### src/rtl/sw_evt_trig_pkg.sv
// Shared types and constants for the software-event trigger initiator.
package sw_evt_trig_pkg;

    typedef enum logic [1:0] {
        IDLE = 2'd0,
        REQ  = 2'd1,
        RESP = 2'd2
    } state_t;

    // Entry fields are sized for the widest supported configuration; narrower ids/masks are zero-extended.
    localparam int ENTRY_EVT_W  = 16;
    localparam int ENTRY_MASK_W = 32;

    typedef struct packed {
        logic [ENTRY_EVT_W-1:0]  evt;
        logic [ENTRY_MASK_W-1:0] mask;
    } trig_entry_t;

    localparam logic       WEN_WRITE = 1'b0;
    localparam logic [3:0] BE_ALL    = 4'hF;

    function automatic int evt_w(input int nb_evt);
        return (nb_evt > 1) ? $clog2(nb_evt) : 1;
    endfunction

endpackage

### src/rtl/sw_evt_trig_fifo.sv
// Synchronous FIFO of trigger entries; pointers carry one extra wrap bit to tell full from empty.
module sw_evt_trig_fifo
    import sw_evt_trig_pkg::*;
#(
    parameter int DEPTH = 4
) (
    input  logic        i_clk,
    input  logic        i_rst,
    input  logic        i_push,
    input  trig_entry_t i_data,
    input  logic        i_pop,
    output trig_entry_t o_head,
    output logic        o_full,
    output logic        o_empty
);

    localparam int             AW      = $clog2(DEPTH);
    localparam logic [AW:0]    PTR_ONE = (AW+1)'(1);

    trig_entry_t r_mem [DEPTH];
    logic [AW:0] r_wr_ptr;
    logic [AW:0] r_rd_ptr;
    logic        w_do_push;
    logic        w_do_pop;

    assign o_empty   = (r_wr_ptr == r_rd_ptr);
    assign o_full    = (r_wr_ptr[AW] != r_rd_ptr[AW]) &&
                       (r_wr_ptr[AW-1:0] == r_rd_ptr[AW-1:0]);
    assign w_do_push = i_push && !o_full;
    assign w_do_pop  = i_pop && !o_empty;
    assign o_head    = r_mem[r_rd_ptr[AW-1:0]];

    always_ff @(posedge i_clk) begin
        if (i_rst) begin
            r_wr_ptr <= '0;
            r_rd_ptr <= '0;
        end else begin
            if (w_do_push) r_wr_ptr <= r_wr_ptr + PTR_ONE;
            if (w_do_pop)  r_rd_ptr <= r_rd_ptr + PTR_ONE;
        end
    end

    always_ff @(posedge i_clk) begin
        if (w_do_push) r_mem[r_wr_ptr[AW-1:0]] <= i_data;
    end

endmodule

### src/rtl/sw_evt_trig_initiator.sv
// Buffers software-event trigger requests and issues one single-beat write per request
// to the trigger slave at BASE_ADDR + 4*evt with the core mask as write data.
module sw_evt_trig_initiator
    import sw_evt_trig_pkg::*;
#(
    parameter int          NB_CORES   = 4,
    parameter int          NB_SW_EVT  = 8,
    parameter int          FIFO_DEPTH = 4,
    parameter logic [31:0] BASE_ADDR  = 32'h0000_0000,
    parameter int          ID_W       = 5,
    localparam int         EVT_W      = evt_w(NB_SW_EVT)
) (
    input  logic                clk_i,
    input  logic                rst_i,
    input  logic                trig_valid_i,
    output logic                trig_ready_o,
    input  logic [EVT_W-1:0]    trig_evt_i,
    input  logic [NB_CORES-1:0] trig_mask_i,
    output logic                periph_req_o,
    output logic [31:0]         periph_add_o,
    output logic                periph_wen_o,
    output logic [3:0]          periph_be_o,
    output logic [31:0]         periph_wdata_o,
    output logic [ID_W-1:0]     periph_id_o,
    input  logic                periph_gnt_i,
    input  logic                periph_r_valid_i,
    output logic                busy_o,
    output logic [15:0]         issued_cnt_o,
    output logic [7:0]          dropped_cnt_o
);

    // state | meaning
    // IDLE  | no transaction; pops the FIFO head when one is available
    // REQ   | request on the bus with stable add/wdata, waiting for grant
    // RESP  | granted, waiting for r_valid; pops the next entry straight into REQ

    state_t      r_state;
    state_t      w_state_nxt;
    trig_entry_t w_push_entry;
    trig_entry_t w_head;
    logic        w_full;
    logic        w_empty;
    logic        w_accept;
    logic        w_push;
    logic        w_drop;
    logic        w_pop;
    logic        w_rsp_done;
    logic [31:0] r_add;
    logic [31:0] r_wdata;
    logic [15:0] r_issued;
    logic [7:0]  r_dropped;

    assign trig_ready_o = !w_full;
    assign w_accept     = trig_valid_i && !w_full;
    // A zero mask would be decoded by the slave as a broadcast, so it never reaches the bus.
    assign w_push       = w_accept && (trig_mask_i != '0);
    assign w_drop       = w_accept && (trig_mask_i == '0);

    always_comb begin
        w_push_entry      = '0;
        w_push_entry.evt  = ENTRY_EVT_W'(trig_evt_i);
        w_push_entry.mask = ENTRY_MASK_W'(trig_mask_i);
    end

    sw_evt_trig_fifo #(
        .DEPTH (FIFO_DEPTH)
    ) u_fifo (
        .i_clk   (clk_i),
        .i_rst   (rst_i),
        .i_push  (w_push),
        .i_data  (w_push_entry),
        .i_pop   (w_pop),
        .o_head  (w_head),
        .o_full  (w_full),
        .o_empty (w_empty)
    );

    always_ff @(posedge clk_i) begin
        if (rst_i) r_state <= IDLE;
        else       r_state <= w_state_nxt;
    end

    always_comb begin
        w_state_nxt = r_state;
        case (r_state)
            IDLE:    if (w_pop) w_state_nxt = REQ;
            REQ:     if (periph_gnt_i) w_state_nxt = RESP;
            RESP:    if (w_rsp_done) w_state_nxt = w_pop ? REQ : IDLE;
            default: w_state_nxt = IDLE;
        endcase
    end

    always_comb begin
        periph_req_o = (r_state == REQ);
        w_rsp_done   = (r_state == RESP) && periph_r_valid_i;
        w_pop        = !w_empty && ((r_state == IDLE) || w_rsp_done);
    end

    always_ff @(posedge clk_i) begin
        if (rst_i) begin
            r_add   <= '0;
            r_wdata <= '0;
        end else if (w_pop) begin
            r_add   <= BASE_ADDR + (32'(w_head.evt) << 2);
            r_wdata <= w_head.mask;
        end
    end

    always_ff @(posedge clk_i) begin
        if (rst_i) begin
            r_issued  <= '0;
            r_dropped <= '0;
        end else begin
            if (w_rsp_done) r_issued <= r_issued + 16'd1;
            if (w_drop && (r_dropped != 8'hFF)) r_dropped <= r_dropped + 8'd1;
        end
    end

    assign periph_add_o   = r_add;
    assign periph_wdata_o = r_wdata;
    assign periph_wen_o   = WEN_WRITE;
    assign periph_be_o    = BE_ALL;
    assign periph_id_o    = '0;
    assign busy_o         = !w_empty || (r_state != IDLE);
    assign issued_cnt_o   = r_issued;
    assign dropped_cnt_o  = r_dropped;

endmodule

### config.mk
export PLATFORM = sky130hd
export DESIGN_NAME = sw_evt_trig_initiator
export DESIGN_NICKNAME = d
export VERILOG_FILES = /design/src/rtl/sw_evt_trig_pkg.sv /design/src/rtl/sw_evt_trig_fifo.sv /design/src/rtl/sw_evt_trig_initiator.sv
export SDC_FILE = /design/constraint.sdc
export NUM_CORES = 1
export LEC_CHECK = 0
export CORE_AREA = 2 2 129 68
export CTS_BUF_LIST = sky130_fd_sc_hd__clkbuf_2
export DETAILED_ROUTE_END_ITERATION = 8
export DIE_AREA = 0 0 131 70
export PLACE_DENSITY = 0.78
export SLEW_MARGIN = 20
export SYNTH_ARGS = -nofsm -noshare
export SYNTH_HDL_FRONTEND = slang
export SYNTH_SLANG_ARGS = --single-unit
### constraint.sdc
create_clock -name clk_i -period 1.6 [get_ports clk_i]
set_input_delay 0.24 -clock clk_i [delete_from_list [all_inputs] [get_ports clk_i]]
set_output_delay 0.24 -clock clk_i [all_outputs]
set_load 0.02 [all_outputs]
## Yosys cells after proc, flatten, opt, wreduce, memory -nomap -nowiden

Memory sizes are Yosys's and may differ from the RTL's. A register that Yosys moved wholly into a read port is not among the register bits.
Index checks and enable logic that the tools add are counted.

- Register bits: 80
- Latch bits: 0
- Bits in writable memories: 28
- ROM bits: 0
- Input port bits: 12
- Output and inout port bits: 101
- Logic and storage cells: 46
- Memories: 1

- Add/sub/neg operators: 4
- Multipliers: 0
- Divide/modulo/power cells: 0
- $lt $le $gt $ge: 0
- Eq/ne operators: 9
- Shift-type cells: 0
- Muxes and demuxes: 7
- Bitwise operators: 0
- Reductions and logical operators: 18

Memory list:

| name | depth | bits a word | read ports | clocked after memory_dff | wr ports | RTL line | RTL |
|---|---|---|---|---|---|---|---|
| u_fifo.r_mem | 4 | 7 | 1 | 1 | 1 | sw_evt_trig_fifo.sv:20 | `trig_entry_t r_mem [DEPTH];` |

Operators by type and width:

| cell | count |
|---|---|
| $add A16 B1 Y16 const B | 1 |
| $logic_and A1 B1 Y1 | 9 |
| $add A8 B1 Y8 const B | 1 |
| $ne A8 B8 Y1 const B | 1 |
| $add A3 B1 Y3 const B | 2 |
| $mux W2 | 3 |
| $pmux W2 S3 | 1 |
| $logic_not A4 Y1 | 1 |
| $ne A2 B1 Y1 const B | 2 |
| $reduce_bool A4 Y1 | 1 |
| $eq A3 B3 Y1 | 1 |
| $mux W1 | 3 |
| $reduce_and A3 Y1 | 1 |
| $eq A2 B1 Y1 const B | 1 |
| $eq A2 B2 Y1 | 1 |
| $eq A2 B2 Y1 const B | 1 |
| $logic_not A1 Y1 | 2 |
| $logic_not A2 Y1 | 1 |
| $logic_or A1 B1 Y1 | 2 |
| $ne A2 B2 Y1 const B | 1 |
| $reduce_bool A2 Y1 | 1 |
| $ne A1 B1 Y1 | 1 |

## Longest topological paths before layout

Gate-level depths: netlist of run 1.

- Depth in word-level cells: 8
- Depth in mapped cells: 6
- Mapped depth without buffers: 5

## Cells and area by module

Synthesis of run 1 repeated with hierarchy kept, for this count alone.

- Cell total of the unflattened synthesis: 697
- Area total of the unflattened synthesis: 10597.7 um^2

Modules (own cells, without submodules):

| module | instances | cells an instance | area each (um^2) | seq. area each (um^2) |
|---|---|---|---|---|
| sw_evt_trig_fifo | 1 | 318 | 7482.2 | 5925.7 |
| sw_evt_trig_initiator | 1 | 379 | 3115.5 | 1481.4 |

## Worst setup path after synthesis of run 1

Ideal clock, no wire load.

- Kind: flip-flop to flip-flop
- Start point: reg r_issued[4] (netlist: issued_cnt_o[4])
- End point: reg r_issued[15] (netlist: issued_cnt_o[15])
- Setup time: 70 ps
- Data arrival time: 1743 ps
- Data required time: 1530 ps
- Path slack: -213 ps
- Cell stages (with the launch flop): 5
- Path buffers: 0
- Period minus slack after synthesis: 1813 ps
- Cell sequence: dfxtp_1 > nand4_2 > or4_4 > or3_1 > a21oi_1

- Longest elaborated chain between the ends: 1

RTL lines:

| item | RTL line | RTL |
|---|---|---|
| start, declared | sw_evt_trig_initiator.sv:50 | `logic [15:0] r_issued;` |
| start signal, assigned | sw_evt_trig_initiator.sv:114 | `if (w_rsp_done) r_issued <= r_issued + 16'd1;` |
| $add A16 B1 Y16 | sw_evt_trig_initiator.sv:114 |  |

No other way between the ends.
A chain may end at the register's enable or synchronous reset.

## Worst setup path in the final report of run 1

- Start point: reg u_fifo.r_wr_ptr[1]
- End point: out trig_ready_o

- Longest elaborated chain between the ends: 3

RTL lines:

| item | RTL line | RTL |
|---|---|---|
| start, declared | sw_evt_trig_fifo.sv:21 | `logic [AW:0] r_wr_ptr;` |
| start signal, assigned | sw_evt_trig_fifo.sv:38 | `if (w_do_push) r_wr_ptr <= r_wr_ptr + PTR_ONE;` |
| $eq A2 B2 Y1 | sw_evt_trig_fifo.sv:28 | `(r_wr_ptr[AW-1:0] == r_rd_ptr[AW-1:0]);` |
| $logic_and A1 B1 Y1 | sw_evt_trig_fifo.sv:27 | `assign o_full = (r_wr_ptr[AW] != r_rd_ptr[AW]) &&` |
| $logic_not A1 Y1 | sw_evt_trig_initiator.sv:53 | `assign trig_ready_o = !w_full;` |
| end, declared | sw_evt_trig_initiator.sv:16 | `output logic trig_ready_o,` |

No other way between the ends.

==> results of run 1 <==
worst max-delay path by stage:
stage | startpoint | end | depth (start not counted)
after floorplan | u_fifo.r_rd_ptr[0] | dropped_cnt_o[6] | 5
after global placement | trig_mask_i[1] | dropped_cnt_o[6] | 6
after detailed placement | trig_mask_i[1] | dropped_cnt_o[6] | 6
after CTS | u_fifo.r_rd_ptr[1] | trig_ready_o | 4
after global routing | u_fifo.r_rd_ptr[2] | trig_ready_o | 4
final | u_fifo.r_wr_ptr[1] | trig_ready_o | 4
metal layers:
metal  vias up  share of wire (%)  global-route usage [%]
li1       1197                  -                       -
met1      1201                 46                    23.7
met2        76                 47                    26.0
met3         6                6.1                    4.90
met4         0               0.76                    5.44
met5         -                  0                       0
power breakdown:
part	switching (W)	internal (W)	leakage (nW)
Clock	0.000590	0.000682	0.0898
Combinational	0.000912	0.000787	1.23
Sequential	0.000101	0.00193	0.587
cell usage in the layout, fill, tap and decap left out, drive strengths merged, types with 2 or more instances in the layout:
| cell type | n |
|---|---|
| dfxtp | 39 |
| or4 | 6 |
| xor2 | 6 |
| inv | 11 |
| nand2 | 8 |
| nand4 | 5 |
| nor2 | 29 |
| o21ai | 9 |
| bufinv | 3 |
| mux4 | 7 |
| mux2i | 9 |
| clkdlybuf4s50 | 11 |
| and2 | 3 |
| edfxtp | 28 |
| xnor2 | 12 |
| nor4 | 6 |
| conb | 67 |
| clkbuf | 21 |
| nor3 | 4 |
| clkdlybuf4s15 | 3 |
| nor2b | 2 |
| ha | 7 |
| dlygate4sd2 | 17 |
| a21oi | 17 |
| buf | 60 |
| nand3 | 8 |
| or3 | 11 |
| o31ai | 6 |
Yosys cell counts, types with 5 or more instances:
| master | count |
|---|---|
| nand2_1 | 8 |
| nor4_1 | 6 |
| edfxtp_1 | 28 |
| nor2_1 | 29 |
| inv_1 | 11 |
| or4_1 | 5 |
| xor2_1 | 6 |
| or3_1 | 11 |
| xnor2_1 | 12 |
| a21oi_1 | 17 |
| nand3_1 | 8 |
| dfxtp_1 | 39 |
| ha_1 | 7 |
| buf_4 | 68 |
| mux2i_1 | 9 |
| o21ai_0 | 8 |
| mux4_2 | 7 |
| clkbuf_1 | 5 |
| o31ai_1 | 6 |
repair_timing:
item	CTS	global route
hold buffers	0	0
gates cloned	1	1
setup endpoints to repair	72	60
setup buffers	4	4
resized for setup	85	54
pin swaps	5	20
metrics by stage:
stage                     setup slack (ps)  std cells  total power (W)
after global routing                  -429        544          0.00525
final                                 -343        544          0.00500
after CTS                             -397        539          0.00486
after floorplan                      0.522        387          0.00311
after global placement                -481        518          0.00351
after detailed placement              -503        518          0.00356
layout make-up:
class                           instances  area [um2]  share of cell area (%)
Clock buffer                           11        55.1                    1.21
Tap cell                              117         146                    3.22
Inverter                               11        41.3                   0.910
Multi-Input combinational cell        232        1700                    37.4
Clock inverter                          5         101                    2.23
Sequential cell                        67        1670                    36.9
Timing Repair Buffer                  101         826                    18.2
registers in the layout, summed over array words and instances, names as in the netlist:
signal,flops
periph_wdata_o,4
u_fifo.r_rd_ptr,3
dropped_cnt_o,8
u_fifo.r_mem,28
u_fifo.r_wr_ptr,3
issued_cnt_o,16
r_state,2
periph_add_o,3
logic make-up (layout without fill, tap and decap cells):
kind of cell	after synthesis	after routing	share of synthesized area, %
buffers and inverters	88	128	17.3
AND/OR/NAND/NOR	86	86	13.7
flip-flops	67	67	47.6
AO/OA/AOI/OAI	37	37	6.42
XOR/XNOR	18	18	4.62
multiplexers	17	17	7.60
adder cells (fa/ha/maj)	7	7	2.57
other	2	67	0.220
==> impl_summary.md, run 1 <==
Synth
The count of cell types in the netlist is 38. Yosys mapped a number of flops with a built-in enable equal to 28. The top cell type by area accounts for 24.7% of the synthesized area. After technology mapping, the gate count stands at 322.

The number of synthesized register bits is 67. The synthesized area per cell is 10.6 um2. Sequential elements use 47.6% of the synthesized area.

The Yosys step of the flow raised 0 warnings. In this run the cell area of the synthesized design comes to 3410 um2. Among all flip-flop cells after synthesis, the most frequent one is dfxtp_1. Counting flops with an async set or reset pin after synthesis yields a share of 0%. The largest area contributor in the synthesized netlist is edfxtp_1. Yosys attributes the largest share of cell area to edfxtp_1, dfxtp_1, buf_4, mux4_2, nor2_1.

Setup path
Among the stages of the critical path, the cell type that occurs most often is buf_6. The type of destination of the critical path is an output pin. The endpoint of the worst register-to-register path is dropped_cnt_o[7]. The data arrival time of the critical path is 1700 ps. The class of the most critical setup path is reg -> out. The startpoint type of the worst setup path is a flip-flop. The setup slack on the worst flop-to-flop path is -150 ps. The number of cells on the worst reg-to-reg path is 7.

The startpoint identified for the worst register-to-register timing path is u_fifo.r_rd_ptr[2]. Walking the worst path, the cells encountered are buf_6 > xor2_4 > or3_4 > buf_6. The dominant delay contributor by cell family on the critical path is flip-flops. The sum of buffers and inverters on the critical path is 2.

For the worst setup path, the data required time is 1360 ps. The master of the slowest instance on the critical path is dfxtp_4. Of all nets on the critical path, the largest fanout is 2. The longest individual stage delay on the worst path is 400 ps.

Final layout
The number of antenna diodes is 0. The post-route netlist has 36.5% of its cells at a drive strength greater than 1. From synthesis to final layout, the design area changed by 33.1%. The number of fillers in the final layout is 714. The count of nets after finishing is 441.

The cell area after layout is 4540 um2. Measured on the finished design, the core utilization comes to 55.0%.

Placement
Detailed placement finished with a half-perimeter wire length of 5460 um. The routability congestion estimate is 0.878. Summing all placed instances gives a cell area of 4120 um2. The quantity of I/O buffers inserted on ports is 45.

Floorplan
The initial utilization of the core area, before any placement, comes to 41.3%. Measured along the y axis, the die boundary spans 70 um. The number of top-level pins is 113.

The core outline area is 8260 um2. The area of the die is 9170 um2. The horizontal die dimension is 131 um. After floorplanning, the core was divided into 24 placement rows.

Drt
The via count normalized by instance count is 4.56. In the final routed layout, each cell accounts on average for 14.2 um. The total DRC errors in the routed layout is 0. The count of vias placed by the detailed router is 2,480. For this block, the routed nets add up to 7720 um of wire. The DRC marker count from the first detailed-route iteration is 169. The count of nets left with antenna violations once routing finished came out at 0. The total iterations of the first detailed-routing run is 4.

Clocking
The later pin in the worst-skew pair is clocked with a latency of 490 ps. The clock net in this run drives a total of 67 sinks. After clock tree synthesis, the clock-pin slew on the worst setup and hold paths is 170 ps.

The number of CTS-inserted buffers is 9. The H-tree level count is 3. The root buffer cell chosen for the clock tree is clkbuf_2. The maximum buffer depth of the clock tree is 2. TritonCTS built the clock tree.

STA
The share of the cycle needed by the critical path after routing is 121%. The post-layout worst setup margin is -343 ps. Counting I/O delays and the setup requirement, the final critical path takes 1940 ps.

The fmax is 0.515 GHz. The count of final hold-check violations is 0. Setup repair after global routing could not meet its margin everywhere. The worst hold slack after final layout is 391 ps. The setup TNS is -2300 ps. Clock skew on the completed layout was measured at 16.5 ps.

The max-slew violation count was 0. Setup violations remaining at the end of the flow were counted as 25.

Global routing
The global-route total usage across every layer is 17.1%. The initial antenna violation count was 0. The pin count of the biggest net entering global routing is 19.

The first global-routing pass estimated 11,800 um of wire. The number of global-route vias before repair is 2,284. The total overflow reported by the global router is 0.

Run
The tool flagged a number of max-cap violations equal to 0.

Run status
The run finished, with violations left. The final reports fail on setup timing.

Power and ir drop
In this run the static leakage power is 1.90 nW. The power density normalized to cell area is 1100 nW/um2. Across the VDD grid, the largest voltage drop is 0.455 mV.

Min path
The hold-critical path endpoint is u_fifo.r_mem[0][6]. The worst hold path begins at trig_evt_i[2]. The min-delay analysis places its worst path in the category in -> reg. Along the worst hold path, the cell count comes to 1.
No activity file was read; power rests on OpenSTA's default activity.
==> inputs of run 2 (changes only) <==
CORE_AREA = 2 2 202 105   (was 2 2 129 68)
DIE_AREA = 0 0 204 107   (was 0 0 131 70)
SYNTH_HIERARCHICAL = 1   (was unset)
==> impl_summary.md, run 2 <==
Synth
The portion of synthesized area spent on multiplexers is 10.7%. The top flip-flop cell by instance count after synthesis is edfxtp_1. The largest family of logic cells by synthesized area is multiplexers. The dominant cell by count in the synthesized netlist is edfxtp_1. The post-synthesis instance total is 697. The largest area contributor in the synthesized netlist is edfxtp_1. The synthesized area per cell is 15.2 um2. The share of the synthesized netlist area taken by xor and xnor gates is 1.40%. Sequential cells were found to cover 69.9% of the synthesized design area.

Sorting the synthesized cells by how often they occur yields edfxtp_1, nand2_1, dfxtp_1. Counting flops and latches in the post-synthesis netlist gives 274. The synthesized netlist devotes 4.84% of its cell area to compound gates. The post-synthesis cell area is 10,600 um2. The async set-or-reset flop fraction in the synthesized netlist is 0%. The number of flops mapped to enable cells by yosys is 192.

Of the total synthesized cell area, the portion taken by full adders, half adders and majority gates is 0.826%. The simple-gate area share of the yosys netlist is 8.48%. By area the synthesized netlist is led by edfxtp_1, dfxtp_1, mux4_2, nand2_1, a21oi_1.

The count of cell types in the netlist is 49. The synthesis warning total is 6. The share of the synthesized area in the top cell type is 54.4%.

Placement
During placement, the flow inserted port buffers numbering 86. The detailed placement HPWL is 14,400 um. The standard cell area after detailed placement is 13,000 um2. The routability congestion estimate is 0.832.

Setup path
The type of destination of the critical path is a flip-flop. The critical path is of the reg -> reg type. Of all nets on the critical path, the largest fanout is 5. The required time of the critical path is 2180 ps. The worst setup path is launched from a flip-flop. The data arrival time of the critical path is 2940 ps.

Global routing
The initial antenna violation count came to 0. The number of global-route vias before repair came to 7,439. Global routing used 25.8% of the available tracks.

The first-pass GRT wire length is 41,600 um. The pin count of the biggest net entering global routing is 42. The total overflow reported by the global router is 0.

Power and ir drop
For this design the static power due to leakage is 5.87 nW. The power density normalized to cell area is 1530 nW/um2. The highest ir drop seen on vdd is 0.863 mV. The sequential power share is 42.0%. After layout, the design draws a total of 0.0229 W. Per report_power, the combinational group accounts for 37.7% of the total. The clock network power share is 20.3%.

The switching power of the nets is 0.00784 W. The cell-internal power is 0.0151 W. In this run switching power makes up 34.2% of total power.

Drt
The average routed wire per standard cell is 19.5 um. The count of vias placed by the detailed router is 7,308. The routed metal-1 wirelength is 12,100 um. For this run, the detailed router's first-pass iteration total came to 5. The met2 routed wirelength is 12,700 um. The sum of met3 wire segment lengths after detailed routing is 2590 um. The routed design has 28,200 um of wire. After detailed routing, the number of vias per cell comes to 5.06. The detail route stage leaves a number of antenna-violating nets equal to 0. The total DRC errors in the routed layout is 0. The highest routing layer actually used is met4.

The first routing iteration left 722 violations.

Clocking
For this design, the sink count on the clock tree is 274. The clock latency on the worst-skew pair is 880 ps. After clock tree synthesis, the clock-pin slew on the worst setup and hold paths is 130 ps. TritonCTS created 59 clock buffers.

The H-tree level count is 2. The clock tree from TritonCTS is yes. CTS placed an instance of clkbuf_2 at the clock tree root.

The maximum buffer depth of the clock tree is 3.

STA
Across the routed clock network, the largest skew measured is 99.1 ps. The count of final hold-check violations is 0. The worst path in the final design needs a cycle of 2360 ps, including I/O delays and setup. The share of the cycle needed by the critical path after routing is 148%. Setup violations remaining at the end of the flow were counted as 267.

For the pin with the worst max-slew slack, the measured transition is 508 ps. The fmax is 0.423 GHz. The max-slew violation count is 0. The worst pin sits at a relative slew slack of 65.8%. Setup repair after global routing could not meet its margin everywhere. The post-layout worst setup margin is -763 ps.

Final layout
Relative to the synthesized area, the layout overhead comes to 41.5%. The register with the most flip-flops in the layout has 192 of them. The layout cell share with drive strength beyond 1 is 41.2%. The count of nets after finishing is 1,140. The repair_antennas step left the layout with diodes totalling 0. The multi-input logic area is 3760 um2. The number of fillers in the final layout is 1,257. Registers take 7530 um2. With fillers left out, the area of the finished cells amounts to 15,000 um2.

The library cells used most frequently in the layout, excluding fill and tap cells, are edfxtp_1, conb_1, nand2_1, buf_4, clkbuf_2. Leaving out fill and tap cells, the most frequent cell in the layout is edfxtp_1.

Floorplan
The floorplan step defined a die boundary enclosing 21,800 um2. The horizontal die dimension is 204 um. The floorplan step defined a core boundary enclosing 20,100 um2. The row count is 37. From bottom edge to top edge, the die measures 107 um.

The effective utilization at floorplan is 52.7%. For this design the top-level I/O count stands at 113.

Run
The tool flagged a number of max-cap violations equal to 0.

Run status
The final reports fail on setup timing. The run finished, with violations left.

Min path
The worst hold path belongs to the class in -> reg.
-- run 2: kinds of logic after synthesis --
family                     Yosys count
adders and majority gates            7
xor gates and xnor gates            17
DFF                                274
AOI/OAI and AO/OA                   90
other                                2
and+or+nand+nor                    186
buffers and inverters               68
muxes                               53
-- run 2: area by class of cell --
cell class | count | area share (%)
tap | 273 | 2.28
multi-input combinational | 544 | 25.1
inverter | 10 | 0.267
clock inverter | 19 | 0.859
clock buffer | 92 | 3.07
sequential | 274 | 50.2
timing repair buffer | 232 | 18.3
-- run 2: power by group through the flow --
stage               Combinational, W  Clock, W  Sequential [W]
finish                       0.00864   0.00465         0.00963
floorplan                    0.00320         0          0.0101
CTS                          0.00808   0.00469         0.00959
global route                 0.00912   0.00513         0.00974
global placement             0.00676         0         0.00954
detailed placement           0.00686         0         0.00958
-- run 2: metal layers --
layer	global-route usage [%]	vias up
li1	-	3296
met4	8.49	0
met1	36.9	3561
met3	5.96	71
met2	39.4	380
met5	0	-
-- run 2: worst paths after layout --
path                       from                  end  slack, ps  cells after the start
max          u_fifo/r_wr_ptr[2]  u_fifo/r_mem[0][23]       -760                     11
min               trig_evt_i[2]  u_fifo/r_mem[1][34]         90                      1
max reg2reg  u_fifo/r_wr_ptr[2]  u_fifo/r_mem[0][23]       -760                     11
min reg2reg  periph_wdata_o[10]   periph_wdata_o[10]        460                      2
-- run 2: critical path, stage by stage, from the launching register on --
cell and delay (ps):
dfxtp_1 350, xnor2_1 280, nor2_2 80, buf_4 150, nor2b_4 120, nor2b_4 180
inv_2 70, a31oi_4 210, and2_4 270, buf_6 140, buf_12 100, buf_16 110
-- run 2: metrics by stage --
step / instances / setup TNS [ps] / setup WS [ps] / util [%] / hold slack [ps]
after floorplan: 885 / -159500 / -967 / - / 339
after CTS: 1441 / -119500 / -688 / 74.3 / 23.5
after global routing: 1444 / -152230 / -798 / 74.6 / 3.43
after global placement: 1254 / -132910 / -678 / 64.7 / 442
final: 1444 / -143520 / -763 / 74.6 / 94.5
after detailed placement: 1254 / -138470 / -688 / 64.7 / 446
-- run 2: repair_timing --
| item | 4_1_cts | 5_1_grt |
|---|---|---|
| pin swaps | 11 | 14 |
| setup buffers | 54 | 12 |
| hold buffers | 1 | 0 |
| endpoints found under the setup margin | 327 | 335 |
| resized for setup | 561 | 31 |
| endpoints found under the hold margin | 34 | 0 |
| gates cloned | 22 | 3 |
==> inputs of run 3 (changes only) <==
CELL_PAD_IN_SITES_DETAIL_PLACEMENT = 1   (was unset)
CELL_PAD_IN_SITES_GLOBAL_PLACEMENT = 1   (was unset)
CORE_AREA = 2 2 218 113   (was 2 2 202 105)
DIE_AREA = 0 0 220 115   (was 0 0 204 107)
PLACE_DENSITY = unset   (was 0.78)
PLACE_DENSITY_LB_ADDON = 0.1   (was unset)
==> impl_summary.md, run 3 (synthesis results as in run 2) <==
Power and ir drop
In this run the power density over the cells is 1600 nW/um2. The total power is 0.0244 W. The highest ir drop seen on vdd is 0.956 mV. The leakage dissipation is 5.99 nW.

Final layout
The register with the most flip-flops in the layout has 192 of them. The finished layout holds 1,510 standard cells, fillers aside. The top cell types in the final layout, fill and taps aside, are edfxtp_1, conb_1, buf_6, nand2_1, clkbuf_2. Summing all flip-flop and latch instances after layout gives 7560 um2.

The layout cell share with drive strength beyond 1 is 43.7%. After filler insertion, the fill cell instance count of the layout stands at 2,314. The repair_antennas step left the layout with diodes totalling 0. The multi-input combinational cells in the finished layout cover a total of 3830 um2. The commonest non-fill, non-tap cell in the layout is edfxtp_1.

The count of nets after finishing is 1,161. The area growth from synthesis to layout is 44.2%. The cell area after layout is 15,300 um2.

Setup path
The number of cells on the worst reg-to-reg path is 11. The endpoint identified for the worst register-to-register timing path is u_fifo/r_mem[2][20]. The required time of the critical path is 2260 ps.

The startpoint type of the worst setup path is a flip-flop. The type of destination of the critical path is a flip-flop. The setup slack on the worst flop-to-flop path is -760 ps. The endpoint of the worst setup timing path is u_fifo/r_mem[2][20]. The launching element of the worst setup path is u_fifo/r_rd_ptr[2]. Of all nets on the critical path, the largest fanout is 6. The class of the most critical setup path is reg -> reg. The data arrival time of the critical path is 3020 ps. The startpoint identified for the worst register-to-register timing path is u_fifo/r_rd_ptr[2].

Drt
In the routed layout, each cell is associated on average with a via count of 4.95. The final antenna-violating net count is 0. The count of vias placed by the detailed router is 7,468.

For this run, design rule violations remaining after detail routing come to 0. Dividing the detail-routed wire length by the instance count gives 21.5 um. The total iterations of the first detailed-routing run is 5. After detailed routing, the total wire length is 32,500 um. After the first detailed-routing iteration, the DRC count stood at 611.

STA
The routed design could run at a clock period as short as 2360 ps. The setup clock skew after layout is 87.2 ps. The tightest hold path in the finished design has a slack of 117 ps. The count of final hold-check violations was 0. Setup repair after global routing could not meet its margin everywhere. Setup violations remaining at the end of the flow were counted as 319.

The max-slew violation count was 0. Based on the critical path, the design can be clocked at up to 0.424 GHz. Once routing completed, OpenROAD measured the worst setup slack at -758 ps. At the pin with the least slew margin, the transition time is 609 ps.

Of the available clock period, the critical path in the final layout requires 147%. In this run the tightest slew margin relative to its limit is 59.4%.

Clocking
Clock-pin slew was measured on the worst setup and hold paths at 160 ps. The clock latency on the worst-skew pair is 930 ps. The clock tree from TritonCTS is yes.

The clock sink total is 274. The root buffer selected by CTS is clkbuf_2. The clock passes through at most 3 buffers. TritonCTS created 61 clock buffers. CTS built an H-tree with a depth of 2.

Min path
The type of the tightest min-delay check is in -> reg. Counting instances, the worst hold path has a depth of 2.

Global routing
The met1 capacity usage during global routing is 34.5%. The total overflow reported by the global router is 0. The global-route total usage across every layer is 24.2%. Entering global routing, the biggest net connects 36 pins. After global routing, the most crowded layer is met2. The first-pass GRT wire length is 45,200 um. The met2 layer usage reported by global route is 37.5%. The initial antenna violation count came to 1. Global routing used 5.63% of the available met3 tracks. The number of global-route vias before repair is 7,904.

Floorplan
The core region is 23,400 um2. The floorplan step set the die height to 115 um. The die covers 25,300 um2. The floorplan has 40 rows. The effective utilization at floorplan is 45.2%. The number of top-level pins is 113.

In this run the horizontal extent of the chip is 220 um.

Placement
Summing all placed instances gives a cell area of 13,100 um2. During placement, the flow inserted port buffers numbering 86. Counting tap cells, the placed design contains a total of 1,309 instances. After legalization and detailed placement, the total HPWL measured 18,200 um. The congestion estimate from routability-driven global placement came to 0.767.

Run
The number of max-cap violations is 0.

Run status
The final reports fail on setup timing. The run finished, with violations left.
## run 3: cell count changes in the layout (fill, tap and decap cells not counted), sizes merged
| cell | delta |
|---|---|
| clkinv | +1 |
| bufbuf | +2 |
| bufinv | -1 |
| clkinvlp | +1 |
| buf | +6 |
| and2 | +1 |
| inv | -1 |
| clkbuf | +10 |
| dlygate4sd3 | +5 |
## run 3: worst min path at each step
stage                       start                 end  slack [ps]
2_1_floorplan      trig_mask_i[0]  u_fifo/r_mem[0][0]         340
6_report           trig_mask_i[3]  u_fifo/r_mem[2][3]         120
3_5_place_dp   periph_wdata_o[16]  periph_wdata_o[16]         450
4_1_cts            trig_mask_i[1]  u_fifo/r_mem[1][1]          10
5_1_grt            trig_mask_i[3]  u_fifo/r_mem[0][3]          70
3_3_place_gp      periph_add_o[6]     periph_add_o[6]         440
## run 3: per-stage QoR
stage               setup WS, ps  util (%)  TNS, ps
finish                      -758      65.2  -165220
global route                -807      65.2  -183130
CTS                         -777      62.8  -123550
detailed placement          -609      55.7  -132090
global placement            -529      55.7  -117650
floorplan                   -967         -  -159500
## run 3: area by class of cell
type                    instances  area share, %
well taps                     315           2.58
flip-flops and latches        274           49.5
multi-input cells             545           25.0
clock buffers                  97           3.18
clock inverters                19          0.704
repair buffers                250           18.7
inverters                      10          0.278
## run 3: repair_timing
action	in CTS	in global routing
resized for setup	597	54
hold buffers	6	0
setup endpoints to repair	327	340
gates cloned	9	12
buffers inserted	38	24
pin swaps	11	15
hold endpoints to repair	46	0
## run 3: critical path, stage by stage (launching register included)
cell and delay [ps]:
dfxtp_4 390, buf_6 130, xnor2_4 210, nor2_4 60
buf_6 120, nor2b_4 120, nor2b_4 180, inv_2 60
a31oi_4 220, and2_4 320, buf_6 150, buf_16 120
## run 3: power by group
part | switching [W] | internal [W] | leakage, nW
Sequential | 0.000742 | 0.00900 | 2.47
Clock | 0.00297 | 0.00178 | 0.449
Combinational | 0.00491 | 0.00503 | 3.07
## run 3: metal layers
metal | vias up | wire length (um)
li1 | 3340 | -
met1 | 3837 | 14700
met2 | 247 | 15400
met3 | 42 | 1960
met4 | 2 | 412
met5 | - | 12
